===== config.mk =====
export PLATFORM = sky130hd
export DESIGN_NAME = piece_generator
export DESIGN_NICKNAME = d
export VERILOG_FILES = /design/src/rtl/piece_generator_pkg.sv /design/src/rtl/piece_shape_rom.sv /design/src/rtl/piece_generator.sv
export SDC_FILE = /design/constraint.sdc
export NUM_CORES = 1
export LEC_CHECK = 0
export ABC_AREA = 1
export CAP_MARGIN = 0
export CORE_ASPECT_RATIO = 0.8
export CORE_UTILIZATION = 39
export CTS_CLUSTER_SIZE = 16
export DETAILED_ROUTE_END_ITERATION = 16
export HOLD_SLACK_MARGIN = 0.1
export PLACE_DENSITY = 0.91
export SLEW_MARGIN = 30
export SYNTH_ARGS = -nofsm -noshare
export SYNTH_HDL_FRONTEND = slang
export SYNTH_SLANG_ARGS = --single-unit

===== constraint.sdc =====
create_clock -name clk -period 7.2 [get_ports clk]
set_clock_uncertainty 0.1 [all_clocks]
set_input_delay 1.08 -clock clk [delete_from_list [all_inputs] [get_ports clk]]
set_output_delay 1.08 -clock clk [all_outputs]
set_load 0.01 [all_outputs]

===== src/rtl/piece_generator_pkg.sv =====
// piece_generator_pkg: game state codes, piece codes, board size, spawn FSM states, LFSR step and candidate helpers
package piece_generator_pkg;
  localparam int BOARD_W = 10;
  localparam int BOARD_H = 20;
  typedef enum logic [2:0] {
    INITIAL        = 3'd0,
    GENERATE_PIECE = 3'd1,
    FALLING        = 3'd2,
    CLEAR_LINES    = 3'd3,
    GAME_OVER      = 3'd4
  } game_state_e;
  typedef enum logic [2:0] {
    PIECE_I = 3'd0,
    PIECE_O = 3'd1,
    PIECE_T = 3'd2,
    PIECE_S = 3'd3,
    PIECE_Z = 3'd4,
    PIECE_J = 3'd5,
    PIECE_L = 3'd6
  } piece_e;
  typedef enum logic [1:0] {IDLE, DRAW, CHECK, DONE} gen_state_e;
  function automatic logic [15:0] lfsr_next(input logic [15:0] l);
    return {l[0] ^ l[2] ^ l[3] ^ l[5], l[15:1]};
  endfunction
  function automatic logic [2:0] draw_candidate(input logic [15:0] l);
    return l[2:0] != 3'd7 ? l[2:0] : l[5:3] != 3'd7 ? l[5:3] : 3'd0;
  endfunction
endpackage


===== src/rtl/piece_shape_rom.sv =====
// piece_shape_rom: combinational piece_type/rot/row/col -> cells (four 8-bit board indices, ascending, cell0 in [7:0]); rotation turns offsets clockwise in a 4x4 box
module piece_shape_rom
  import piece_generator_pkg::*;
(
  input  logic [2:0]  piece_type,
  input  logic [1:0]  rot,
  input  logic [4:0]  row,
  input  logic [3:0]  col,
  output logic [31:0] cells
);
  logic [15:0] offs;
  logic [1:0] rr [4];
  logic [1:0] cc [4];
  logic [7:0] c [4];
  logic [7:0] a0, a1, a2, a3, b0, b1, b2, b3, d1, d2;
  always_comb begin
    case (piece_type)
      PIECE_O: offs = 16'h6521;
      PIECE_T: offs = 16'h5210;
      PIECE_S: offs = 16'h5421;
      PIECE_Z: offs = 16'h6510;
      PIECE_J: offs = 16'h6540;
      PIECE_L: offs = 16'h6542;
      default: offs = 16'h3210;
    endcase
  end
  always_comb begin
    for (int i = 0; i < 4; i++) begin
      rr[i] = offs[i*4+2 +: 2];
      cc[i] = offs[i*4 +: 2];
      for (int k = 0; k < 3; k++)
        if (2'(k) < rot) {rr[i], cc[i]} = {cc[i], 2'd3 - rr[i]};
      c[i] = (8'(row) + 8'(rr[i])) * 8'(BOARD_W) + 8'(col) + 8'(cc[i]);
    end
  end
  function automatic logic [15:0] cs(input logic [7:0] x, input logic [7:0] y);
    return x > y ? {y, x} : {x, y};
  endfunction
  assign {a0, a1} = cs(c[0], c[1]);
  assign {a2, a3} = cs(c[2], c[3]);
  assign {b0, b2} = cs(a0, a2);
  assign {b1, b3} = cs(a1, a3);
  assign {d1, d2} = cs(b1, b2);
  assign cells = {b3, d2, d1, b0};
endmodule


===== src/rtl/piece_generator.sv =====
// piece_generator: spawn stage; on entry to GENERATE_PIECE draws a piece from the LFSR, places it at (0,SPAWN_COL), checks blocks_exist and pulses gen_done with game_next_state_gen FALLING/GAME_OVER; define PIECE_SEVEN_BAG_EN for 7-bag draws
module piece_generator
  import piece_generator_pkg::*;
#(
  parameter logic [15:0] LFSR_SEED = 16'hACE1,
  parameter int          SPAWN_COL = 3
) (
  input  logic                       clk,
  input  logic                       rst_n,
  input  logic [2:0]                 game_current_state,
  input  logic [BOARD_W*BOARD_H-1:0] blocks_exist,
  output logic [2:0]                 piece_type,
  output logic [1:0]                 piece_rot,
  output logic [4:0]                 piece_row,
  output logic [3:0]                 piece_col,
  output logic [31:0]                piece_cells,
  output logic [2:0]                 next_piece_type,
  output logic                       gen_done,
  output logic [2:0]                 game_next_state_gen
);
  gen_state_e st;
  logic [15:0] lfsr;
  logic armed, coll, gp, hit;
  logic [2:0] cand, pick;
  logic [31:0] spawn_cells;
  logic [255:0] board;
  assign gp = game_current_state == GENERATE_PIECE;
  assign cand = draw_candidate(lfsr);
  assign board = 256'(blocks_exist);
  assign hit = board[spawn_cells[7:0]] | board[spawn_cells[15:8]] | board[spawn_cells[23:16]] | board[spawn_cells[31:24]];
  piece_shape_rom u_rom (
    .piece_type(piece_type),
    .rot(2'd0),
    .row(5'd0),
    .col(4'(SPAWN_COL)),
    .cells(spawn_cells)
  );
`ifdef PIECE_SEVEN_BAG_EN
  logic [6:0] used, avail;
  logic [3:0] j;
  assign avail = &used ? 7'd0 : used;
  always_comb begin
    pick = cand;
    j = '0;
    for (int i = 6; i >= 0; i--) begin
      j = 4'(cand) + 4'(i);
      j = j > 4'd6 ? j - 4'd7 : j;
      if (!avail[j[2:0]]) pick = j[2:0];
    end
  end
  always_ff @(posedge clk or negedge rst_n)
    if (!rst_n) used <= '0;
    else if (st == DRAW && gp) used <= avail | (7'd1 << pick);
`else
  assign pick = cand;
`endif
  always_ff @(posedge clk or negedge rst_n)
    if (!rst_n) lfsr <= LFSR_SEED;
    else lfsr <= lfsr_next(lfsr);
  always_ff @(posedge clk or negedge rst_n)
    if (!rst_n) begin
      st <= IDLE;
      armed <= 1'b1;
      coll <= 1'b0;
      piece_type <= '0;
      piece_rot <= '0;
      piece_row <= '0;
      piece_col <= 4'(SPAWN_COL);
      piece_cells <= '0;
      next_piece_type <= '0;
      gen_done <= 1'b0;
      game_next_state_gen <= INITIAL;
    end else begin
      gen_done <= 1'b0;
      armed <= !gp || (armed && st != IDLE);
      case (st)
        IDLE: st <= gp && armed ? DRAW : IDLE;
        DRAW: begin
          st <= gp ? CHECK : IDLE;
          if (gp) begin
            piece_type <= next_piece_type;
            next_piece_type <= pick;
          end
        end
        CHECK: begin
          st <= gp ? DONE : IDLE;
          if (gp) begin
            piece_cells <= spawn_cells;
            piece_row <= '0;
            piece_col <= 4'(SPAWN_COL);
            piece_rot <= '0;
            coll <= hit;
          end
        end
        DONE: begin
          gen_done <= 1'b1;
          game_next_state_gen <= coll ? GAME_OVER : FALLING;
          st <= IDLE;
        end
      endcase
    end
endmodule

==> key figures <==
Run status
  • Status: completed

Synthesis
  • Simple-gate share of the synthesized area: between 20% and 30%
  • Cell accounting for the most synthesized area: dfrtp_1
  • Post-synth ARST share: between 90% and 100%
  • Adder-Cell Fraction of Synth Area: 10.3%
  • Cells after Synth: 624
  • Post-synth EDFFs: 0
  • Synthesized flop and latch total: 48
  • Main area contributors after synthesis: dfrtp_1, nand2_1, ha_1
  • Post-Syn Area: 4370 sq um
  • Sequential share of the synthesized area: roughly 28%
  • Synth unique cells: 41
  • Largest family of logic cells by synthesized area: simple AND/OR/NAND/NOR gates
  • Synth Area in Compound Gates: 16.2%
  • Dominant synthesized flop cell: dfrtp_1
  • Yosys warnings: 0
  • Area share of the largest cell type after synthesis: about 22%
  • Post-synthesis mux area share: 0%
  • Post-Synth XOR/XNOR Area: 0.974%
  • Avg Cell Area, Syn: between 7 and 8 sq um

Floorplan
  • Die X: roughly 120 microns
  • # IOs: about 260
  • Die area: between 10000 and 15000 sq um
  • # rows: 34
  • CORE AREA: approximately 11000 sq um
  • Initial Util: ~40%
  • Die span in y: just under 100 microns

Clock network
  • Clock Latency Late Sink: 0.28 ns
  • Root cell of the clock tree: clkbuf_16
  • CTS tree: built
  • Sink Count: 48
  • Post-CTS Resized: 0
  • # Post-CTS Setup Buffers: 0
  • Inserted Clock Buffers: 5
  • Clk pin slew, worst setup/hold paths: 0.06 ns
  • CTS max path bufs: 2
  • Post-CTS Hold Fix Bufs: 0
  • H-tree depth: 2

Global routing
  • Global Route Usage Sum: roughly a fifth
  • First-pass GRT wire length: 18500 microns
  • Vias in the first global route: 3868
  • Initial antenna violation count: 0
  • Gr ovfl total: 0
  • Largest net degree at the start of global routing: 49

Finish
  • Area growth syn-to-layout: 18.5%
  • Seq. cell area: approximately 1200 sq um
  • Commonest non-fill, non-tap cell in the layout: nand2_1
  • NumNets Final: 923
  • Most frequent cells in the layout: nand2_1, inv_1, nand3_1
  • Final std cells w/o fill: roughly 830
  • Antenna cells: 0
  • Fillers: about 1000
  • Share of cells above drive strength 1: under 10%
  • Multi-input gate area: about 2600 sq um

Critical path
  • CP Depth: 37
  • CP peak stage delay: around 0.5 ns
  • Crit-path slowest cell: dfrtp_1
  • Worst EP required: ~7.3 ns
  • Critical path's top delay family: simple AND/OR/NAND/NOR gates
  • Reg-to-Reg Start: piece_type[0]
  • Critical Path Fanout Max: 18
  • CP Buf/Inv Count: 6
  • Crit path top cell by count: nand2_1
  • CP arrival: 6.59 ns
  • Critical path origin: piece_type[0]
  • FF-to-FF setup slack: around 0.69 ns
  • Startpoint types: register
  • Crit end category: register
  • FF-to-FF End: coll
  • CP Capture Point: coll
  • Setup CP Type: reg2reg
  • R2R cell count: 37

Power
  • Register share of total power: a little over a tenth
  • Combinational Power Share: 80.7%
  • NetSw: 0.00167 W
  • Power per cell area: between 500 and 600 nW/um^2
  • Worst vdd ir: 0.298 mV
  • Internal Power: between 0.001 and 0.0015 W
  • Clk network pwr share: approximately 8.4%
  • Switching Share: approximately 60%
  • Pleak: approximately 2.6 nW

STA
  • Hold Fails Final Rpt: 0
  • Sum Neg Setup Slack: 0 ns
  • # setup viols final: 0
  • Tmin final: roughly 6.5 ns
  • Final worst path period share: between 90% and 100%
  • Worst-Margin Slew: approximately 0.62 ns
  • Max Fclk: 0.154 GHz
  • Final Max Tran Viols: 0
  • RSZ-0062 raised after global routing: false
  • Rel. slew slack: 58.7%

Place
  • HPWL after DPL: between 8000 and 9000 microns
  • Placed cell count: roughly 820
  • Port-buffer cells: 65
  • Gpl congestion: 1.02

Drt
  • DRT Wirelength: between 10000 and 15000 microns
  • Vias per inst: 5.22
  • DR WL/cell: roughly 14 microns
  • Routed via count: 4314
  • Routed Antenna Nets: 0
  • Violation count after the first detailed-route iteration: 617
  • DRC viols: 0
  • First drt pass iteration count: 6

Worst hold path
  • Hold Crit Class: reg2reg

Job
  • Max Cap Viol: 0
cell families (layout without fill, tap and decap cells):
group,after synthesis,in the layout
and+or+nand+nor,281,281
AOI/OAI and AO/OA,113,113
adders and majority gates,36,36
buffers and inverters,140,172
DFF,48,48
xor gates and xnor gates,4,4
other,2,29
cells in the mapped netlist (all sizes together) (2+ instances only):
cell / number
clkbuf: 10
dfstp: 9
nor3: 3
a21boi: 3
conb: 2
dfrtp: 39
xnor2: 2
o21ai: 69
ha: 36
o211ai: 29
xor2: 2
nand3: 78
a21oi: 8
inv: 96
nand3b: 3
nor2: 23
buf: 34
o21a: 2
nand2: 172
worst min path at each step:
| stage | start | end | depth (start not counted) |
|---|---|---|---|
| 4_1_cts | lfsr[12] | lfsr[11] | 0 |
| 5_1_grt | lfsr[7] | lfsr[6] | 0 |
| 6_report | lfsr[12] | lfsr[11] | 0 |
| 3_3_place_gp | lfsr[12] | lfsr[11] | 0 |
| 2_1_floorplan | lfsr[9] | lfsr[8] | 0 |
| 3_5_place_dp | lfsr[8] | lfsr[7] | 0 |
metal layers:
layer	routed length [microns]	global-route usage (%)	part of all wire [%]	up-vias
met2	4880	30.5	43	282
met3	1420	4.95	13	38
li1	-	-	-	2093
met1	4700	26.7	41	1901
met4	357	7.50	3.1	0
met5	0	0	0	-
state kept, by name, summed over array words and instances, names as in the netlist:
name / cells
piece_cells: 19
lfsr: 16
next_piece_type: 3
piece_type: 3
game_next_state_gen: 2
st: 2
armed: 1
coll: 1
gen_done: 1
worst register-to-register path, delay by kind of cell (launching register included):
family / cells / cell delay, ns
AO/OA/AOI/OAI: 4 / 1.05
XOR/XNOR: 1 / 0.20
adder cells (fa/ha/maj): 5 / 1.40
buffers and inverters: 6 / 0.52
flip-flops: 1 / 0.50
AND/OR/NAND/NOR: 21 / 2.64
cell type report:
type / count / area share, %
Multi-Input combinational cell: 463 / 50.1
Inverter: 96 / 7.06
Tap cell: 144 / 3.48
Clock inverter: 2 / 0.266
Timing Repair Buffer: 68 / 13.0
Clock buffer: 6 / 2.68
Sequential cell: 48 / 23.4
through the flow:
| stage | worst slack [ns] | hold WS, ns | total power [W] | util [%] | instance area [sq um] |
|---|---|---|---|---|---|
| after global routing | 0.0467 | 0.260 | 0.00307 | 47.5 | 5180 |
| after detailed placement | 0.857 | 0.241 | 0.00248 | 46.1 | 5020 |
| after floorplan | 1.43 | 0.231 | 0.00204 | - | 4470 |
| final | 0.691 | 0.253 | 0.00283 | 47.5 | 5180 |
| after CTS | 0.811 | 0.259 | 0.00274 | 47.5 | 5180 |
| after global placement | 1.01 | 0.235 | 0.00243 | 46.1 | 5020 |
power groups by stage:
stage / Combinational, W / Clock, W / Sequential [W]
floorplan: 0.00172 / 0 / 0.000316
CTS: 0.00219 / 0.000241 / 0.000308
detailed placement: 0.00216 / 0 / 0.000312
global route: 0.00251 / 0.000254 / 0.000310
finish: 0.00228 / 0.000238 / 0.000308
global placement: 0.00211 / 0 / 0.000312
(Power assumes the default switching activity.)
